[config.mk]
export PLATFORM = sky130hd
export DESIGN_NAME = tx_link_scheduler
export DESIGN_NICKNAME = d
export VERILOG_FILES = /design/src/rtl/tx_link_scheduler.sv
export SDC_FILE = /design/constraint.sdc
export NUM_CORES = 1
export LEC_CHECK = 0
export ABC_AREA = 1
export CORE_ASPECT_RATIO = 2
export CORE_MARGIN = 4
export CORE_UTILIZATION = 47
export DETAILED_ROUTE_END_ITERATION = 10
export HOLD_SLACK_MARGIN = 0.02
export PLACE_DENSITY_LB_ADDON = 0.2
export SYNTH_ARGS = -nofsm -noshare
export SYNTH_HDL_FRONTEND = slang
export SYNTH_SLANG_ARGS = --single-unit
[constraint.sdc]
create_clock -name CLK -period 3.43 [get_ports CLK]
set_input_delay 0.686 -clock CLK [delete_from_list [all_inputs] [get_ports CLK]]
set_output_delay 0.686 -clock CLK [all_outputs]
set_load 0.02 [all_outputs]
[src/rtl/tx_link_scheduler.sv]
// Round-robin scheduler sharing one parallel-load serial transmitter between
// NUM_REQ requesters: grant, load, start, supervise, then ACK or ERR the owner.
module tx_link_scheduler #(
  parameter int NUM_REQ       = 4,
  parameter int BUSY_WAIT     = 8,
  parameter int FRAME_TIMEOUT = 4096
) (
  input  logic                    CLK,
  input  logic                    RESET,
  input  logic [NUM_REQ-1:0]      REQ,
  input  logic [32*NUM_REQ-1:0]   REQ_DATA,
  output logic [NUM_REQ-1:0]      GRANT,
  output logic [NUM_REQ-1:0]      ACK,
  output logic [NUM_REQ-1:0]      ERR,
  output logic [31:0]             TX_DIN,
  output logic                    TX_PARALLEL_LOAD,
  output logic                    TX_START,
  input  logic                    TX_BUSY,
  input  logic                    TX_DONE,
  output logic                    SCHED_BUSY
);

  localparam int LW       = (NUM_REQ > 1) ? $clog2(NUM_REQ) : 1;
  localparam int MAX_WAIT = (BUSY_WAIT > FRAME_TIMEOUT) ? BUSY_WAIT : FRAME_TIMEOUT;
  localparam int CW       = $clog2(MAX_WAIT + 1);

  typedef enum logic [2:0] {
    IDLE,
    LOAD,
    START,
    WAIT_BUSY,
    WAIT_DONE,
    FINISH
  } state_t;

  state_t               state, state_d;
  logic [LW-1:0]        last, last_d;
  logic [NUM_REQ-1:0]   grant, grant_d;
  logic [31:0]          din, din_d;
  logic [CW-1:0]        cnt, cnt_d, cnt_inc;
  logic                 err, err_d;

  logic                 found;
  logic [LW-1:0]        pick;
  logic [LW-1:0]        pos;

  // Scan starts just after the last winner so every requester gets a turn.
  always_comb begin
    found = 1'b0;
    pick  = '0;
    pos   = '0;
    for (int k = 1; k <= NUM_REQ; k++) begin
      pos = LW'((int'(last) + k) % NUM_REQ);
      if (!found && REQ[pos]) begin
        found = 1'b1;
        pick  = pos;
      end
    end
  end

  // Saturating so a long wait can never wrap back under the abort threshold.
  assign cnt_inc = (cnt == {CW{1'b1}}) ? cnt : cnt + CW'(1);

  always_comb begin
    state_d = state;
    last_d  = last;
    grant_d = grant;
    din_d   = din;
    cnt_d   = cnt;
    err_d   = err;
    case (state)
      IDLE: begin
        if (found) begin
          grant_d       = '0;
          grant_d[pick] = 1'b1;
          din_d         = REQ_DATA[32*pick +: 32];
          last_d        = pick;
          cnt_d         = '0;
          err_d         = 1'b0;
          state_d       = LOAD;
        end
      end
      LOAD: begin
        state_d = START;
      end
      START: begin
        cnt_d   = '0;
        state_d = WAIT_BUSY;
      end
      WAIT_BUSY: begin
        if (TX_BUSY) begin
          cnt_d   = '0;
          state_d = WAIT_DONE;
        end else begin
          cnt_d = cnt_inc;
          if (cnt_inc >= CW'(BUSY_WAIT)) begin
            err_d   = 1'b1;
            state_d = FINISH;
          end
        end
      end
      WAIT_DONE: begin
        // A done pulse or busy falling are each taken as frame end.
        if (TX_DONE || !TX_BUSY) begin
          err_d   = 1'b0;
          state_d = FINISH;
        end else begin
          cnt_d = cnt_inc;
          if (cnt_inc >= CW'(FRAME_TIMEOUT)) begin
            err_d   = 1'b1;
            state_d = FINISH;
          end
        end
      end
      FINISH: begin
        grant_d = '0;
        cnt_d   = '0;
        state_d = IDLE;
      end
      default: begin
        state_d = IDLE;
      end
    endcase
  end

  always_ff @(posedge CLK or posedge RESET) begin
    if (RESET) begin
      state <= IDLE;
      last  <= LW'(NUM_REQ - 1);
      grant <= '0;
      din   <= '0;
      cnt   <= '0;
      err   <= 1'b0;
    end else begin
      state <= state_d;
      last  <= last_d;
      grant <= grant_d;
      din   <= din_d;
      cnt   <= cnt_d;
      err   <= err_d;
    end
  end

  // Outputs decode registered state only, so reset clears them immediately.
  assign GRANT            = grant;
  assign TX_DIN           = din;
  assign TX_PARALLEL_LOAD = (state == LOAD);
  assign TX_START         = (state == START);
  assign ACK              = (state == FINISH && !err) ? grant : '0;
  assign ERR              = (state == FINISH &&  err) ? grant : '0;
  assign SCHED_BUSY       = (state != IDLE);

endmodule

# Word-level counts from Yosys, hierarchy flattened
# Index checks and enable logic that the tools add are counted.
[totals]
register_bits = 55
inputBits = 136
output_inout_bits = 47
[classes]
n_addsub = 5
order_cmp = 8
n_eq_ne = 12
shifts = 1
mux = 39
n_reduce_logical = 23
[op_table]
columns = ["cell", "n"]
rows = [
  ["128-bit by 8-bit variable part select with 32-bit output", 1],
  ["13-bit 2-to-1 mux", 4],
  ["13-bit one-hot mux with 4 select lines", 1],
  ["2-bit by 3-bit < comparator with 1-bit output, second input constant", 5],
  ["3-bit 2-to-1 mux", 5],
  ["3-bit one-hot mux with 5 select lines", 1],
  ["1-bit 2-to-1 mux", 14],
  ["13-bit by 1-bit adder with 13-bit output, second input constant", 1],
  ["13-bit equality test, second input constant", 1],
  ["13-bit greater-or-equal comparator, second input constant", 1],
  ["13-bit by 4-bit greater-or-equal comparator with 1-bit output, second input constant", 1],
  ["4-bit 2-to-1 mux", 3],
  ["1-bit binary-select mux with 2-bit select", 4],
  ["2-bit 2-to-1 mux", 4],
  ["2-bit inequality test, second input constant", 4],
  ["4-bit one-hot mux with 2 select lines", 1],
  ["3-bit by 2-bit equality test with 1-bit output, second input constant", 2],
  ["3-bit equality test, second input constant", 2],
  ["1-bit logical AND", 6],
  ["3-bit inequality test, second input constant", 2],
  ["3-bit AND reduction", 2],
  ["3-bit nonzero test", 2],
  ["1-bit zero test", 5],
  ["5-bit AND reduction", 1],
  ["12 further kinds", 15],
]

# Depth between registers and ports, before layout
# Gate-level depths: netlist (run 1).
[logic_depth]
word_depth = 19
depth_mapped = 17
depth_no_buf = 15

# Worst setup path before layout (run 1)
# OpenSTA, ideal clock, no wires.
[synth_path]
path_type = "input to register"
from = "input REQ[2]"
to = "register din[15], in the netlist TX_DIN[15]"
setup_ns = 0.117
t_arrival_ns = 1.870
required_time_ns = 3.313
slack_ns = 1.443
path_stages = 15
n_path_buf = 1
path_cell_list = "nand2_1 -> nand2_1 -> nand2_1 -> nand2_1 -> nor2_4 -> nand2_1 -> nor2_2 -> nor2_8 -> buf_4 -> nand3_1 -> nand2_1 -> nand2_1 -> nand2_1 -> nand2_1 -> nand2_1"
[synth_via]
elab_chain_cells = 13
word_cells_on_any_way = 24
[synth_lines]
columns = ["element", "line", "rtl"]
rows = [
  ["start, declared", "10", "input logic [NUM_REQ-1:0] REQ,"],
  ["1-bit binary-select mux with 2-bit select", "54", "if (!found && REQ[pos]) begin"],
  ["1-bit 2-to-1 mux (implied by the code)", "54", ""],
  ["1-bit 2-to-1 mux", "54", ""],
  ["1-bit zero test", "54", ""],
  ["1-bit logical AND", "54", ""],
  ["1-bit 2-to-1 mux", "54", ""],
  ["1-bit zero test", "54", ""],
  ["1-bit logical AND", "54", ""],
  ["1-bit 2-to-1 mux", "54", ""],
  ["1-bit zero test", "54", ""],
  ["1-bit logical AND", "54", ""],
  ["2-bit 2-to-1 mux or 1-bit 2-to-1 mux (tied branches)", "54", ""],
  ["128-bit by 8-bit variable part select with 32-bit output or 2-bit AND reduction (tied branches)", "-", ""],
  ["end signal, assigned", "138", "din <= din_d;"],
  ["end, declared", "39", "logic [31:0] din, din_d;"],
]
# Several ways; a longest one is shown, not always the timed one. The select of a mux whose other input is x is not followed.
# A chain may end at the register's enable or synchronous reset.

# Final worst setup path (run 1)
[layout_path]
from = "input REQ[0]"
to = "register din[11], in the netlist TX_DIN[11]"
# The elaborated chain is that of the path after synthesis.

==> results of run 1 <==
## kinds of logic after synthesis
logic type	share of synthesized area
compound gates	0.0372
xor+xnor	0.0103
fa+ha+maj	0.00295
buf+inv	0.0873
flops	0.325
simple gates	0.537
## worst max-delay path: cells and delay by family
kind          cells  cell delay (ns)
buf+inv           2             0.78
simple gates     14             1.41
## cells in the mapped netlist, types with 6 or more instances
cell type / number
dfrtp_1: 53
nor3_1: 7
inv_1: 36
o21ai_0: 12
nand2_1: 403
nand4_1: 7
buf_2: 17
nand2_2: 6
nor2_1: 36
nand3_1: 86
buf_6: 7
## power by group through the flow
stage	Combinational [mW]	Clock (mW)	Sequential, mW
floorplan	3.48	0	1.26
global placement	4.78	0	1.06
detailed placement	4.90	0	1.07
CTS	4.93	0.514	1.07
global route	5.53	0.539	1.09
finish	4.91	0.505	1.07
## through the flow
stage	power (mW)	util	setup slack [ns]	hold WS [ns]
global placement	5.85	0.696	0.635	0.463
floorplan	4.74	-	1.40	0.462
global route	7.16	0.712	0.602	0.504
finish	6.48	0.712	0.771	0.481
detailed placement	5.98	0.696	0.489	0.464
CTS	6.51	0.712	0.794	0.482
## sequential cells by signal, summed over array words and instances (netlist names)
| name | count |
|---|---|
| TX_DIN | 32 |
| cnt | 13 |
| GRANT | 4 |
| state | 3 |
| last | 2 |
| err | 1 |
## path summary, 6_finish.rpt
check,start,to,slack [ns],cells past startpoint
worst min-delay path,TX_DIN[13],TX_DIN[13],0.48,2
worst max register to register,last[0],TX_DIN[1],0.86,15
worst max-delay path,REQ[0],TX_DIN[11],0.77,16
worst min register to register,TX_DIN[13],TX_DIN[13],0.48,2
max in group asynchronous,RESET,last[1],1.89,3
min in group asynchronous,RESET,TX_DIN[1],0.80,2
## final cells by class
type,instances,area share
Multi-Input combinational cell,587,0.402
Tap cell,100,0.0202
Clock buffer,8,0.0220
Sequential cell,55,0.222
Timing Repair Buffer,192,0.308
Inverter,41,0.0248
## metal layers
metal,vias to the layer above,GRT usage
met3,49,0.0453
met1,2381,0.267
met5,-,0
met2,226,0.524
li1,2562,-
met4,0,0.159
==> flow_summary_export.csv, run 1 <==
group,metric,value,unit
status,status,"completed",
power,internal_power,2.87,mW
yosys,syn_avg_cell_area,5.92,um^2
drt,vias,5218,
floorplan,die_x,75.2,um
drt,post_drt_wl_per_cell,15.5,um
yosys,async_reset_ff_frac,1.00,
final_layout,final_common_cell,"nand2_1",
sta,slew_headroom,0.556,
place,place_area,6060,um^2
cts,clock_path_buffers,2,
floorplan,dieArea,10700,um^2
power,seqPwrFrac,0.165,
critical_path,cp_slowest_cell,"clkdlybuf4s50_1",
grt,grt.total_usage,0.277,
critical_path,crit_type,"in -> reg",
drt,drc,0,
place,detailed_place_hpwl,11.5,mm
sta,setup_viol,0,
yosys,yosysTopAreaCellShare,0.357,
place,port-buffer-count,182,
cts,clkSinkCount,55,
sta,tns,0,ns
floorplan,chipHeight,142,um
final_layout,fillers,764,
final_layout,mostFrequentLayoutCells,"403 x nand2_1, 182 x clkdlybuf4s50_1, 86 x nand3_1",
yosys,yosysSeqAreaShare,0.325,
yosys,synth_edf_count,0,
cts,cts_setup_buffers,0,
cts,hold_buffers,0,
sta,finClkSkew,0.00485,ns
yosys,syn-cell-area,4240,um^2
sta,min_period,2.66,ns
place,gp_congestion,0.930,
power,p_leak,3.21,nW
critical_path,endpoint_kind,"flip-flop",
grt,grt_pass1_vias,5116,
yosys,netlist_top_cells_area,"nand2_1 36%, dfrtp_1 31%, nand3_1 10%, inv_1 3.2%, nor2_1 3.2%",
drt,wl,15.2,mm
final_layout,syn2layout_area_growth,46.1,%
floorplan,pin_count,183,
drt,top_layer_used,"met4",
sta,rsz0062_at_grt,"false",
critical_path,start_kind,"primary input",
cts,clk_pin_slew,0.07,ns
critical_path,critPathArrivalTime,2.89,ns
floorplan,initial_core_util,0.487,
drt,initialDrtViolationCount,297,
min_path,holdCritPathClass,"reg -> reg",
sta,hold_viol,0,
final_layout,drive_gt1_frac,0.0430,
sta,drv_slew,0,
power,powerDensity,1050,nW/um^2
floorplan,placementRows,48,
yosys,synth-warning-count,0,
final_layout,multi_input_area,2490,um^2
critical_path,max_stage_delay,0.50,ns
yosys,synthDistinctLibCells,32,
grt,grt_max_degree,47,
power,pwr-share-comb,0.757,
final_layout,final_cell_count_no_fill,983,
cts,cts_tree,"built",
drt,wl_met1,4.99,mm
cts,root_buffer,"clkbuf_16",
sta,fin_crit_sh,0.775,
cts,cts_resized,0,
drt,vias_per_cell,5.31,
grt,grt_first_pass_wirelength,23.1,mm
drt,first_pass_iters,7,
cts,clock_latency,0.30,ns
drt,dr_wl_met2,8.13,mm
critical_path,cp_cell_sequence,"clkdlybuf4s50_1 -> nand2_1 -> nand2_1 -> nand2_1 -> nand2_2 -> nor2_2 -> nand2_1 -> nand2_2 -> nor2_8 -> buf_4 -> nand3_1 -> nand2_1 -> nand2_1 -> nand2_1 -> nand2_1 -> nand2_1",
final_layout,antenna_cells,0,
drt,ant_nets,0,
critical_path,crit_required,3.67,ns
critical_path,cpMostUsedCell,"nand2_1",
cts,cts_buffers,5,
yosys,synthCells,717,
final_layout,fin_area,6200,um^2
drt,met3_length,1.31,mm
sta,tightestPinTransition,0.665,ns
yosys,synth_top_area_cell,"nand2_1",
power,power.net_switching,3.62,mW
power,peakVddDrop,1.16,mV
power,power_frac_clock,0.078,
grt,antenna_found_initial,0,
place,placed_cells,975,
job,max_cap_viol_count,0,
yosys,synth_nets,854,
cts,htree_levels,2,
final_layout,nNetsFinal,1019,
critical_path,path_max_fanout,21,
power,switching_share,0.557,
final_layout,seq_area,1380,um^2
grt,grt.overflow.total,0,
yosys,synthFlopType,"dfrtp_1",
yosys,ys_ff_latch,55,
sta,max_freq,0.376,GHz
floorplan,coreArea,8710,um^2
Note: power is estimated with default switching activity, not from simulation.
==> run 2, diff against run 1 <==
--- a/config.mk
+++ b/config.mk
@@ -8,7 +8,7 @@
 export ABC_AREA = 1
 export CORE_ASPECT_RATIO = 2
 export CORE_MARGIN = 4
-export CORE_UTILIZATION = 47
+export CORE_UTILIZATION = 43
 export DETAILED_ROUTE_END_ITERATION = 10
 export HOLD_SLACK_MARGIN = 0.02
 export PLACE_DENSITY_LB_ADDON = 0.2
==> constraint.sdc (replaced) <==
create_clock -name CLK -period 2.5 [get_ports CLK]
set_input_delay 0.5 -clock CLK [delete_from_list [all_inputs] [get_ports CLK]]
set_output_delay 0.5 -clock CLK [all_outputs]
set_load 0.02 [all_outputs]
==> flow_summary_export.csv, run 2 (same netlist as run 1, synthesis figures left out) <==
group,metric,value,unit
status,status,"completed",
final_layout,largest_reg_flops,32,
place,place_area,6250,um^2
floorplan,initial_core_util,0.437,
cts,clock_latency,0.30,ns
floorplan,placementRows,51,
floorplan,chipHeight,148,um
critical_path,endpoint_kind,"flip-flop",
cts,cts_tree,"built",
sta,drv_slew,0,
floorplan,coreArea,9700,um^2
critical_path,critPathArrivalTime,2.54,ns
drt,post_drt_wl_per_cell,15.2,um
power,switching_share,0.537,
grt,grt.total_usage,0.261,
drt,initialDrtViolationCount,239,
grt,grt_first_pass_wirelength,24.4,mm
sta,finClkSkew,0.00722,ns
drt,first_pass_iters,5,
final_layout,fin_area,6450,um^2
drt,ant_nets,0,
min_path,hold_end,"TX_DIN[20]",
floorplan,pin_count,183,
critical_path,r2r.worst_path.cells,15,
final_layout,final_common_cell,"nand2_1",
floorplan,die_x,78.2,um
sta,hold_viol,0,
sta,max_freq,0.435,GHz
cts,root_buffer,"clkbuf_16",
final_layout,mostFrequentLayoutCells,"403 x nand2_1, 174 x clkdlybuf4s50_1, 85 x nand3_1",
drt,drc,0,
cts,cts_buffers,5,
sta,tns,0,ns
critical_path,r2r_end,"TX_DIN[10]",
job,max_cap_viol_count,0,
sta,rsz0062_at_grt,"false",
power,pwr-share-comb,0.765,
drt,vias,5198,
cts,clk_pin_slew,0.07,ns
power,powerDensity,1450,nW/um^2
critical_path,start_kind,"flip-flop",
place,detailed_place_hpwl,12.3,mm
final_layout,nNetsFinal,1033,
final_layout,drive_gt1_frac,0.0635,
cts,hold_buffers,0,
power,internal_power,4.33,mW
power,seqPwrFrac,0.157,
cts,clock_path_buffers,2,
final_layout,fillers,906,
drt,wl,15.6,mm
final_layout,fin_util,0.666,
critical_path,crit_required,2.74,ns
power,power,9.34,mW
critical_path,path_max_fanout,35,
sta,setup_ws,0.200,ns
sta,setup_viol,0,
cts,htree_levels,2,
place,port-buffer-count,182,
place,place_ws,-0.127,ns
sta,fin_crit_sh,0.920,
final_layout,seq_area,1380,um^2
grt,antenna_found_initial,1,
power,power_frac_clock,0.078,
sta,min_period,2.30,ns
grt,grt.overflow.total,0,
min_path,min_path_cells,2,
final_layout,syn2layout_area_growth,52.1,%
min_path,min_from,"TX_DIN[20]",
cts,clkSinkCount,55,
critical_path,crit_type,"reg -> reg",
final_layout,multi_input_area,2510,um^2
sta,tightestPinTransition,0.587,ns
critical_path,r2r-start,"last[0]",
critical_path,rrSetupSlack,0.20,ns
power,power.net_switching,5.01,mW
power,p_leak,3.46,nW
min_path,holdCritPathClass,"reg -> reg",
grt,grt_pass1_vias,5166,
drt,vias_per_cell,5.05,
sta,slew_headroom,0.608,
grt,grt_max_degree,37,
power,peakVddDrop,0.748,mV
floorplan,dieArea,11600,um^2
place,gp_congestion,0.992,
[run 2: cell types whose count changed in the layout (fill, tap and decap cells not counted), moves of 3 or more]
cell / previous run / this run
buf_4: 9 / 18
clkdlybuf4s50_1: 182 / 174
dlymetal6s2s_1: 0 / 8
buf_12: 1 / 5
clkbuf_1: 3 / 0
[run 2: power groups by stage]
stage | registers [mW] | logic, mW | clock network, mW
after floorplan | 1.72 | 4.77 | 0
after global placement | 1.47 | 6.95 | 0
after detailed placement | 1.48 | 7.09 | 0
after CTS | 1.47 | 7.12 | 0.749
after global routing | 1.50 | 7.98 | 0.778
final | 1.47 | 7.14 | 0.728
[run 2: area by class of cell]
cell class,instances,area share
Clock buffer,6,0.0215
Inverter,41,0.0242
Antenna cell,1,0.000388
Sequential cell,55,0.214
Tap cell,132,0.0256
Timing Repair Buffer,206,0.324
Multi-Input combinational cell,587,0.389
Clock inverter,2,0.00252
[run 2: through the flow]
stage                     hold slack [ns]  std cells
after floorplan                     0.462        717
after global routing                0.499       1030
after CTS                           0.485       1028
after global placement              0.461       1020
after detailed placement            0.466       1020
final                               0.482       1030
[run 2: how the worst max path moves through the flow]
stage | from | endpoint | slack, ns | cells past startpoint
floorplan | last[0] | TX_DIN[15] | 0.56 | 15
global placement | REQ[0] | TX_DIN[5] | -0.02 | 15
detailed placement | REQ[1] | TX_DIN[24] | -0.13 | 15
CTS | state[1] | ERR[1] | 0.05 | 6
global route | last[0] | TX_DIN[13] | 0.03 | 15
finish | last[0] | TX_DIN[10] | 0.20 | 15
[run 2: critical path: stages (launching register included)]
cell     delay (ns)
dfstp_2        0.58
inv_2          0.11
nand2_1        0.10
nand2_1        0.10
nand2_1        0.07
nand2_1        0.08
nor2_4         0.17
nand4_1        0.20
nand3_2        0.19
buf_12         0.20
nand2_1        0.09
nand2_1        0.08
nand2_1        0.05
nand2_1        0.07
nand2_1        0.05
nand2_1        0.09
[run 2: layer usage]
metal  GRT usage  vias to the layer above  routed length [um]
li1            -                     2597                   -
met1       0.271                     2381                5520
met2       0.506                      188                8560
met3      0.0333                       32                 938
met4       0.117                        0                 586
met5           0                        -                   0
[run 2: timing repair]
item                       CTS  global route
resized for setup            0            14
setup buffers                0             1
setup endpoints to repair    0            45
==> run 3, diff against run 2 <==
==> constraint.sdc (replaced) <==
create_clock -name CLK -period 2.35 [get_ports CLK]
set_input_delay 0.47 -clock CLK [delete_from_list [all_inputs] [get_ports CLK]]
set_output_delay 0.47 -clock CLK [all_outputs]
set_load 0.02 [all_outputs]
==> flow_summary_export.csv, run 3 (same netlist as run 1, synthesis figures left out) <==
group,metric,value,unit
sta,hold_viol,0,
final_layout,final_common_cell,"nand2_1",
grt,grt_first_pass_wirelength,24.8,mm
grt,grt_pass1_vias,5194,
place,place_area,6350,um^2
cts,cts_buffers,5,
grt,grt.overflow.total,0,
critical_path,cpLargestDelayFamily,"simple AND/OR/NAND/NOR gates",
status,violations,"setup timing",
drt,ant_nets,0,
sta,holdWs,0.488,ns
drt,wl,19.9,mm
sta,rsz0062_at_grt,"true",
drt,first_pass_iters,5,
sta,fin_crit_sh,1.05,
drt,vias_per_cell,5.42,
final_layout,fin_util,0.768,
cts,root_buffer,"clkbuf_16",
final_layout,fin_area,7450,um^2
cts,cts_tree,"built",
floorplan,pin_count,183,
final_layout,mostFrequentLayoutCells,"341 x nand2_1, 173 x clkdlybuf4s50_1, 54 x nand3_1",
final_layout,fillers,723,
power,p_leak,3.87,nW
place,port-buffer-count,182,
cts,htree_levels,2,
place,gp_congestion,0.970,
place,placed_cells,1029,
power,powerDensity,1850,nW/um^2
min_path,holdCritPathClass,"reg -> reg",
drt,post_drt_wl_per_cell,18.6,um
cts,clock_path_buffers,2,
cts,clock_latency,0.30,ns
critical_path,path_buf_inv,5,
critical_path,start_kind,"flip-flop",
grt,grt.total_usage,0.267,
critical_path,path_max_fanout,8,
cts,clk_pin_slew,0.08,ns
final_layout,nNetsFinal,1074,
critical_path,cp_slowest_cell,"dfstp_2",
sta,max_freq,0.405,GHz
critical_path,cpMostUsedCell,"nand2_1",
drt,vias,5802,
sta,setup_viol,24,
grt,antenna_found_initial,0,
sta,min_period,2.47,ns
status,status,"finished, violations left",
final_layout,syn2layout_area_growth,75.6,%
sta,drv_slew,0,
cts,clkSinkCount,55,
critical_path,max_stage_delay,0.58,ns
sta,finClkSkew,0.00646,ns
final_layout,drive_gt1_frac,0.204,
floorplan,placementRows,51,
critical_path,crit_type,"reg -> reg",
critical_path,critPathArrivalTime,2.66,ns
floorplan,die_x,78.2,um
job,max_cap_viol_count,0,
sta,slew_headroom,0.573,
drt,drc,0,
sta,setup_ws,-0.122,ns
final_layout,antenna_cells,0,
critical_path,endpoint_kind,"flip-flop",
final_layout,largest_reg_flops,32,
final_layout,final_cell_count_no_fill,1070,
floorplan,chipHeight,148,um
power,peakVddDrop,1.04,mV
drt,initialDrtViolationCount,463,
floorplan,coreArea,9700,um^2
place,detailed_place_hpwl,12.7,mm
floorplan,dieArea,11600,um^2
critical_path,cp_cell_sequence,"clkinv_4 -> buf_6 -> nand2_4 -> nand2_4 -> nand2_2 -> nand2_2 -> nor2_4 -> buf_6 -> nand2_4 -> nor2_4 -> nor2_8 -> buf_12 -> clkbuf_16 -> nand3_2 -> nand2_1 -> nand2_1 -> nand2_1 -> nand2_1 -> nand2_1",
critical_path,crit_required,2.54,ns
grt,grt_max_degree,36,
floorplan,initial_core_util,0.437,
sta,tightestPinTransition,0.640,ns
run 3: changes by cell type in the layout (fill, tap and decap cells not counted), moves of 3 or more:
| cell | previous run | this run |
|---|---|---|
| buf_12 | 5 | 12 |
| buf_4 | 18 | 33 |
| buf_6 | 1 | 7 |
| buf_8 | 0 | 3 |
| clkbuf_16 | 5 | 15 |
| dlygate4sd2_1 | 0 | 6 |
| dlymetal6s2s_1 | 8 | 3 |
| nand2_1 | 403 | 341 |
| nand2_2 | 6 | 53 |
| nand2_4 | 1 | 16 |
| nand3_1 | 85 | 54 |
| nand3_2 | 2 | 31 |
run 3: path summary, 6_finish.rpt:
path | start | to | slack, ns | cells past startpoint
max | last[0] | TX_DIN[11] | -0.12 | 19
min | TX_DIN[15] | TX_DIN[15] | 0.49 | 2
max reg2reg | last[0] | TX_DIN[11] | -0.12 | 19
min reg2reg | TX_DIN[15] | TX_DIN[15] | 0.49 | 2
max in group asynchronous | RESET | TX_DIN[2] | 1.21 | 3
min in group asynchronous | RESET | TX_DIN[4] | 0.58 | 2
run 3: report_power, final:
group          internal [mW]  total, mW  switching, mW  leakage (nW)
Sequential              1.32       1.57          0.248         0.710
Combinational           4.91       11.4           6.51          3.09
Clock                  0.400      0.768          0.368        0.0742
run 3: timing repair:
item / CTS / global route
gates cloned: 0 / 16
setup endpoints to repair: 6 / 45
gates resized for setup: 6 / 137
hold buffers: 0 / 0
setup buffers: 0 / 17
pin swaps: 0 / 54
run 3: area by class of cell:
| type | instances | area [um^2] | share of cell area |
|---|---|---|---|
| tap | 132 | 165 | 0.0222 |
| inverter | 41 | 164 | 0.0220 |
| clock inverter | 3 | 22.5 | 0.00302 |
| timing repair buffer | 247 | 2680 | 0.360 |
| clock buffer | 5 | 125 | 0.0168 |
| sequential | 55 | 1380 | 0.185 |
| multi-input combinational | 587 | 2910 | 0.391 |
run 3: stage by stage:
step	setup TNS (ns)	power [mW]	worst slack (ns)
4_1_cts	0	10.1	0.00298
3_5_place_dp	-6.37	9.35	-0.211
6_report	-0.705	13.8	-0.122
3_3_place_gp	-2.79	9.18	-0.116
2_1_floorplan	0	6.91	0.406
5_1_grt	-3.89	14.6	-0.206
run 3: per-layer routing:
layer	global-route usage	routed length, um	share of wire	vias to the layer above
li1	-	-	-	2676
met1	0.270	6270	0.32	2695
met2	0.516	10700	0.54	321
met3	0.0394	1420	0.071	110
met4	0.131	1460	0.073	0
met5	0	0	0	-
run 3: worst min-delay path, delay by kind of cell (launching register included):
family           cells  cell delay [ns]
flip-flops           1             0.36
AND/OR/NAND/NOR      2             0.10
